===== src/rtl/gost_ctr.sv =====
// CTR-mode (GOST R 34.13) byte-stream wrapper around an external 64-bit block cipher core.
// One cipher request produces 8 bytes of gamma; the counter advances once per block.
module gost_ctr (
    input  logic        iclk,
    input  logic        irst,
    input  logic        iinit,
    input  logic [31:0] iiv,
    input  logic        ivalid,
    input  logic [7:0]  idata,
    output logic        oready,
    output logic        ovalid,
    output logic [7:0]  odata,
    input  logic        iready,
    output logic        ogost_start,
    output logic [63:0] ogost_block,
    input  logic [63:0] igost_block,
    input  logic        igost_done
);

    typedef enum logic [2:0] {
        IDLE,
        START,
        SETTLE,
        WAIT,
        STREAM
    } state_t;

    state_t      state_q, state_d;
    logic [63:0] counter_q, counter_d;
    logic [63:0] gamma_q, gamma_d;
    logic [2:0]  index_q, index_d;
    logic        ovalid_q, ovalid_d;
    logic [7:0]  odata_q, odata_d;

    logic        ready;
    logic        transfer;
    logic [7:0]  gammaByte;

    // Readiness depends only on registered state and iready, never on ivalid.
    assign ready     = (state_q == STREAM) && (!ovalid_q || iready);
    assign transfer  = ready && ivalid;
    assign gammaByte = gamma_q[{3'd7 - index_q, 3'b000} +: 8];

    always_comb begin
        state_d   = state_q;
        counter_d = counter_q;
        gamma_d   = gamma_q;
        index_d   = index_q;
        ovalid_d  = ovalid_q;
        odata_d   = odata_q;

        if (ovalid_q && iready) begin
            ovalid_d = 1'b0;
        end

        case (state_q)
            IDLE: begin
            end
            START: begin
                state_d = SETTLE;
            end
            // The core's done level is still high from the previous block here.
            SETTLE: begin
                state_d = WAIT;
            end
            WAIT: begin
                if (igost_done) begin
                    state_d = STREAM;
                    gamma_d = igost_block;
                    index_d = 3'd0;
                end
            end
            STREAM: begin
                if (transfer) begin
                    odata_d  = idata ^ gammaByte;
                    ovalid_d = 1'b1;
                    if (index_q == 3'd7) begin
                        index_d   = 3'd0;
                        counter_d = counter_q + 64'd1;
                        state_d   = START;
                    end else begin
                        index_d = index_q + 3'd1;
                    end
                end
            end
            default: begin
                state_d = IDLE;
            end
        endcase

        // A new message discards any partially used gamma and pending output.
        if (iinit) begin
            counter_d = {iiv, 32'h0};
            index_d   = 3'd0;
            ovalid_d  = 1'b0;
            gamma_d   = 64'h0;
            state_d   = START;
        end
    end

    always_ff @(posedge iclk) begin
        if (irst) begin
            state_q   <= IDLE;
            counter_q <= 64'h0;
            gamma_q   <= 64'h0;
            index_q   <= 3'd0;
            ovalid_q  <= 1'b0;
            odata_q   <= 8'h00;
        end else begin
            state_q   <= state_d;
            counter_q <= counter_d;
            gamma_q   <= gamma_d;
            index_q   <= index_d;
            ovalid_q  <= ovalid_d;
            odata_q   <= odata_d;
        end
    end

    assign oready      = ready;
    assign ovalid      = ovalid_q;
    assign odata       = odata_q;
    assign ogost_start = (state_q == START);
    assign ogost_block = counter_q;

endmodule


===== config.mk =====
export PLATFORM = sky130hd
export DESIGN_NAME = gost_ctr
export DESIGN_NICKNAME = d
export VERILOG_FILES = /design/src/rtl/gost_ctr.sv
export SDC_FILE = /design/constraint.sdc
export NUM_CORES = 1
export LEC_CHECK = 0
export CORE_ASPECT_RATIO = 0.6
export CORE_MARGIN = 2
export CORE_UTILIZATION = 30
export DETAILED_ROUTE_END_ITERATION = 8
export GPL_ROUTABILITY_DRIVEN = 0
export SYNTH_ARGS = -nofsm -noshare
export SYNTH_HDL_FRONTEND = slang
export SYNTH_SLANG_ARGS = --single-unit

===== constraint.sdc =====
create_clock -name iclk -period 2.15 [get_ports iclk]
set_input_delay 0.215 -clock iclk [delete_from_list [all_inputs] [get_ports iclk]]
set_output_delay 0.215 -clock iclk [all_outputs]
set_load 0.02 [all_outputs]

==> impl_metrics.toml, run 1 <==
[timing]
min_period_ns = 2.177
fin_hold_ws_ns = 0.3205
setup_ws_ns = -0.02734
finalCritPeriodShare_pct = 101.3
worst_slew_pin_slew_ns = 0.9361
skew_ns = 0.007694
tns_ns = -0.03437
slew_headroom_pct = 37.36
fmax_mhz = 459.3
setup_viol = 2
hold_viol_final = 0
rsz0062_at_grt = "yes"
slew_violations = 0

[floorplanning]
fp-row-count = 44
ios = 185
start_util_pct = 30.28
die_area_um2 = 25470
chipWidth_um = 204.7
die_height_um = 124.4
core_area_um2 = 23950

[placed_design]
placed_area_um2 = 10170
port_buffers = 184
hpwlAfterDp_um = 18860
placed_cells = 1452

[grt]
antenna_found_initial = 0
track_usage_pct = 20.05
overflow = 0
grt_pass1_vias = 7100
grt_pass1_wl_um = 39570
grt_max_degree = 103

[yosys]
yosys_warnings = 0
synthCells = 880
synth.top_cell.area_share_pct = 39.48
synth.area.top_cells = "dfxtp_1 39%, nand2_1 9.6%, a21oi_1 6.5%"
synth_top_area_cell = "dfxtp_1"
async_flop_share_pct = 0
synth_fp_nets = 993
synth_seq_cells = 143
avgSynthCellArea_um2 = 8.241
ys_types = 66
synth_edf_count = 0
synth_area_um2 = 7252
seq_area_frac_synth_pct = 39.48
synth-main-ff-cell = "dfxtp_1"

[pwr]
cellLeakagePower_nw = 3.738
p_sw_w = 0.001601
total_power_w = 0.006387
clkPwrFrac_pct = 47.6
peakVddDrop_mv = 0.5585
power.share.switching_pct = 25.06
powerDensity_nw_per_um2 = 582.1
seqPwrFrac_pct = 43.1
power_frac_comb_pct = 9.3
internal_power_w = 0.004786

[setup_path]
crit_path_max_incr_delay_ns = 0.35
r2r_slack_ns = -0.03
required_ns = 2.48
crit_path_start_kind = "register"
reg2reg_to = "ogost_block[32]$_SDFFE_PP0P_"
path_max_fanout = 8
end_kind = "register"
worst-path-buf-inv = 4
r2r-start = "index_q[1]$_SDFFE_PP0P_"
path_delay_family = "simple AND/OR/NAND/NOR gates"
crit_chain = "ha_4, ha_4, inv_4, nor3_4, nand4_1, buf_6, buf_6, buf_4, xor2_1, a211oi_1"
slowest_stage = "dfxtp_2"
critPathKind = "register to register"
critPathArrivalTime_ns = 2.51
reg2reg_depth = 10

[run_status]
status = "finished, violations left"
failed_checks = "negative setup slack"

[cells_and_area]
mostFrequentLayoutCell = "nand2_1"
stdcell_count = 1493
layout-drive-gt1-share_pct = 20.51
syn2layout_area_growth_pct = 51.29
stdcell_area_um2 = 10970
final_cell_mix = "183 x nand2_1, 182 x clkdlybuf4s50_1, 122 x dfxtp_1, 122 x buf_4, 94 x a21oi_1"
nets = 1270

[clock_network]
cts_max_level = 4
ctsHoldBuffers = 0
clock-sinks = 143
clk_pin_slew_worst_paths_ns = 0.07
clk_latency_ns = 0.44
numCtsBuffers = 17
tritoncts = "yes"
clk_path_buf_depth = 2
cts_root_buffer = "clkbuf_16"

[hold_path]
worstHoldEndpoint = "gamma_q[7]$_SDFFE_PP0P_"
holdCritStartpoint = "igost_block[7]"
hp-class = "input port to register"
min_delay_path_depth = 3

[flow_run]
maxCapViolCount = 0

[routing]
wire_per_inst_um = 17.15
vias = 7654
viasPerCell = 5.127
drc_errors = 0
drt-total-wl_um = 25610
ant_nets = 0
dr.first_iter.drc_count = 579
drt_first_pass_iters = 5
stage by stage:
step	utilization, %	setup slack, ns
2_1_floorplan	-	0.01381
3_3_place_gp	42.46	-0.1587
3_5_place_dp	42.46	-0.2438
4_1_cts	45.13	-0.02546
5_1_grt	45.80	-0.07091
6_report	45.82	-0.02734
layout make-up:
cell class	count	area, um2
Fill cell	2344	12980
Multi-Input combinational cell	668	4154
Sequential cell	143	2889
Timing Repair Buffer	314	2877
Clock buffer	18	439.2
Tap cell	322	402.9
Clock inverter	14	156.4
Inverter	13	51.30
Antenna cell	1	2.502
power by group through the flow:
| stage | clock network, W | registers (W) | logic (W) |
|---|---|---|---|
| global placement | 0 | 0.00281 | 0.000589 |
| finish | 0.00304 | 0.00275 | 0.000593 |
| detailed placement | 0 | 0.00281 | 0.000588 |
| global route | 0.00320 | 0.00276 | 0.000634 |
| floorplan | 0 | 0.00285 | 0.000168 |
| CTS | 0.00308 | 0.00275 | 0.000592 |
flip-flops by register name (all words and copies together), names as in the netlist:
register	count
gamma_q	64
index_q	3
odata	8
ogost_block	64
ovalid	1
state_q	3
synthesized netlist by cell type (4+ instances only):
library cell / instances
xor2_1: 16
o211ai_1: 5
clkbuf_8: 4
or3_1: 18
a2111oi_0: 4
a311oi_1: 15
and3_1: 12
o21ai_0: 15
buf_1: 8
mux2i_1: 9
a31oi_1: 11
nor4_1: 6
inv_1: 12
and4_1: 5
nor3_1: 15
nor2_1: 59
nand4_1: 29
xnor2_1: 15
buf_2: 8
and2_1: 8
clkbuf_1: 30
o31ai_1: 12
dfxtp_1: 143
or4_1: 16
mux4_2: 16
nor3b_1: 4
nand3_1: 48
nand2_1: 185
a21oi_1: 94
kinds of logic (layout without fill, tap and decap cells):
kind of cell	count (synthesis)	count (layout)	share of synthesized area, %
other	0	1	0
AO/OA/AOI/OAI	172	172	14.30
multiplexers	25	25	6.211
buffers and inverters	69	359	5.038
flip-flops	143	143	39.48
adder cells (fa/ha/maj)	3	3	0.5177
XOR/XNOR	31	31	3.744
AND/OR/NAND/NOR	437	437	30.71
worst max path at each step:
stage / start / to / slack [ns] / cells after the start
after CTS: index_q[1]$_SDFFE_PP0P_ / ogost_block[58]$_SDFFE_PP0P_ / -0.03 / 8
after detailed placement: ivalid / ogost_block[58]$_SDFFE_PP0P_ / -0.24 / 8
after global placement: ivalid / ogost_block[58]$_SDFFE_PP0P_ / -0.16 / 8
final: index_q[1]$_SDFFE_PP0P_ / ogost_block[32]$_SDFFE_PP0P_ / -0.03 / 10
after global routing: index_q[0]$_SDFFE_PP0P_ / ogost_block[32]$_SDFFE_PP0P_ / -0.07 / 10
after floorplan: ogost_block[14]$_SDFFE_PP0P_ / ogost_block[63]$_SDFFE_PP0P_ / 0.01 / 5
timing repair:
item | 4_1_cts | 5_1_grt
cloned | 0 | 0
buffers inserted | 2 | 6
gates resized for setup | 10 | 38
pin swaps | 2 | 17
setup endpoints to repair | 12 | 28
per-layer routing:
metal / global-route usage (%) / vias to the layer above / share of wire [%]
li1: - / 3725 / -
met1: 31.32 / 3633 / 51
met2: 27.11 / 276 / 40
met3: 4.945 / 20 / 7.5
met4: 4.263 / 0 / 0.98
met5: 0 / - / 0
worst reg2reg max path, stage by stage, from the launching register on:
cell and delay (ns):
dfxtp_2 0.35, ha_4 0.15, ha_4 0.14, inv_4 0.04
nor3_4 0.32, nand4_1 0.18, buf_6 0.18, buf_6 0.12
buf_4 0.13, xor2_1 0.14, a211oi_1 0.32
Power figures use the tool's default switching activity.
==> run 2, diff against run 1 <==
REMOVE_ABC_BUFFERS = 1   (was not set)
==> impl_metrics.toml, run 2 (same netlist as run 1, synthesis figures left out) <==
[run_status]
status = "finished, violations left"
failed_checks = "negative setup slack"

[grt]
grt_pass1_wl_um = 39450
track_usage_pct = 19.88
antenna_found_initial = 0
grt_pass1_vias = 7026
overflow = 0
grt_max_degree = 103

[routing]
vias = 7705
viasPerCell = 5.178
drc_errors = 0
drt_first_pass_iters = 5
wire_per_inst_um = 17.27
drt-total-wl_um = 25710
dr.first_iter.drc_count = 604
ant_nets = 0

[timing]
tns_ns = -0.1539
fmax_mhz = 453.9
finalCritPeriodShare_pct = 102.5
fin_hold_ws_ns = 0.3315
slew_headroom_pct = 45.56
setup_ws_ns = -0.05306
hold_viol_final = 0
worst_slew_pin_slew_ns = 0.8135
min_period_ns = 2.203
rsz0062_at_grt = "yes"
skew_ns = 0.01351
setup_viol = 5
slew_violations = 0

[setup_path]
reg2reg_to = "ogost_block[63]$_SDFFE_PP0P_"
end_kind = "register"
r2r-start = "ogost_block[17]$_SDFFE_PP0P_"
path_delay_family = "simple AND/OR/NAND/NOR gates"
critPathKind = "register to register"
reg2reg_depth = 5
crit_chain = "nand4_1, or4_1, nor4_2, a21oi_1, or3b_1"
path_max_fanout = 2
worst-path-buf-inv = 0
slowest_stage = "or4_1"
r2r_slack_ns = -0.05
required_ns = 2.47
crit_path_start_kind = "register"
cp.depth = 5
critPathArrivalTime_ns = 2.52
crit_path_max_incr_delay_ns = 0.71

[hold_path]
min_delay_path_depth = 3
holdCritStartpoint = "igost_block[54]"
hp-class = "input port to register"
worstHoldEndpoint = "gamma_q[54]$_SDFFE_PP0P_"

[floorplanning]
core_area_um2 = 23950
fp-row-count = 44
die_area_um2 = 25470
ios = 185
start_util_pct = 30.28
die_height_um = 124.4
chipWidth_um = 204.7

[cells_and_area]
antenna_cells = 0
stdcell_area_um2 = 10960
syn2layout_area_growth_pct = 51.12
layout-drive-gt1-share_pct = 19.38
nets = 1266
final_cell_mix = "184 x nand2_1, 182 x clkdlybuf4s50_1, 131 x dfxtp_1, 116 x buf_4, 94 x a21oi_1"
n_fill_cell = 2382
mostFrequentLayoutCell = "nand2_1"

[clock_network]
tritoncts = "yes"
clk_path_buf_depth = 2
cts_max_level = 4
numCtsBuffers = 17
cts_root_buffer = "clkbuf_16"
clk_latency_ns = 0.43
clk_pin_slew_worst_paths_ns = 0.07
ctsHoldBuffers = 0
clock-sinks = 143

[pwr]
cellLeakagePower_nw = 3.735
peakVddDrop_mv = 0.4835
powerDensity_nw_per_um2 = 590.6
total_power_w = 0.006472

[placed_design]
port_buffers = 184
hpwlAfterDp_um = 18380
dp_worst_setup_slack_ns = -0.1535
placed_area_um2 = 10120

[flow_run]
maxCapViolCount = 0
==> run 2: cell count changes in the layout (fill, tap and decap cells not counted), sizes merged <==
cell	before	now
clkinvlp	4	1
clkinv	4	9
bufinv	2	3
inv	17	15
clkbuf	18	17
diode	1	0
buf	131	127
==> run 2: tightest hold or removal path, cell delays in order <==
cell	delay [ns]
clkdlybuf4s50_1	0.40
nand2_1	0.06
a21oi_1	0.05
==> run 2: per-layer routing <==
metal	share of wire [%]	up-vias	track usage, %
met4	0.79	0	4.263
met5	0	-	0
met2	40	312	26.45
met3	8.2	16	5.285
met1	51	3657	31.18
li1	-	3720	-
==> run 2: metrics by stage <==
stage	std cells	util, %
floorplan	824	-
global placement	1446	42.25
detailed placement	1446	42.25
CTS	1481	45.11
global route	1488	45.76
finish	1488	45.76
==> run 2: where the power goes <==
part           switching [W]  internal, W
Clock                0.00128      0.00184
Sequential         0.0000600      0.00269
Combinational       0.000261     0.000337
==> run 2: what timing repair did <==
action	in CTS	in global routing
resized for setup	17	26
pin swaps	12	16
setup endpoints to repair	19	28
setup buffers	3	7
==> run 2: worst max path at each step <==
stage | to | slack, ns | startpoint
finish | ogost_block[63]$_SDFFE_PP0P_ | -0.05 | ogost_block[17]$_SDFFE_PP0P_
global placement | ogost_block[57]$_SDFFE_PP0P_ | -0.11 | ivalid
global route | ogost_block[63]$_SDFFE_PP0P_ | -0.14 | ogost_block[20]$_SDFFE_PP0P_
CTS | ogost_block[63]$_SDFFE_PP0P_ | -0.03 | ogost_block[17]$_SDFFE_PP0P_
detailed placement | ogost_block[54]$_SDFFE_PP0P_ | -0.15 | ivalid
floorplan | ogost_block[47]$_SDFFE_PP0P_ | -1.09 | irst
==> run 2: final cells by class <==
| type | instances | area, um2 | share of cell area, % |
|---|---|---|---|
| multi-input combinational | 668 | 4164 | 38.00 |
| sequential | 143 | 2878 | 26.26 |
| timing repair buffer | 310 | 2854 | 26.04 |
| clock buffer | 17 | 425.4 | 3.882 |
| tap | 322 | 402.9 | 3.676 |
| clock inverter | 15 | 186.4 | 1.701 |
| inverter | 13 | 48.80 | 0.4453 |
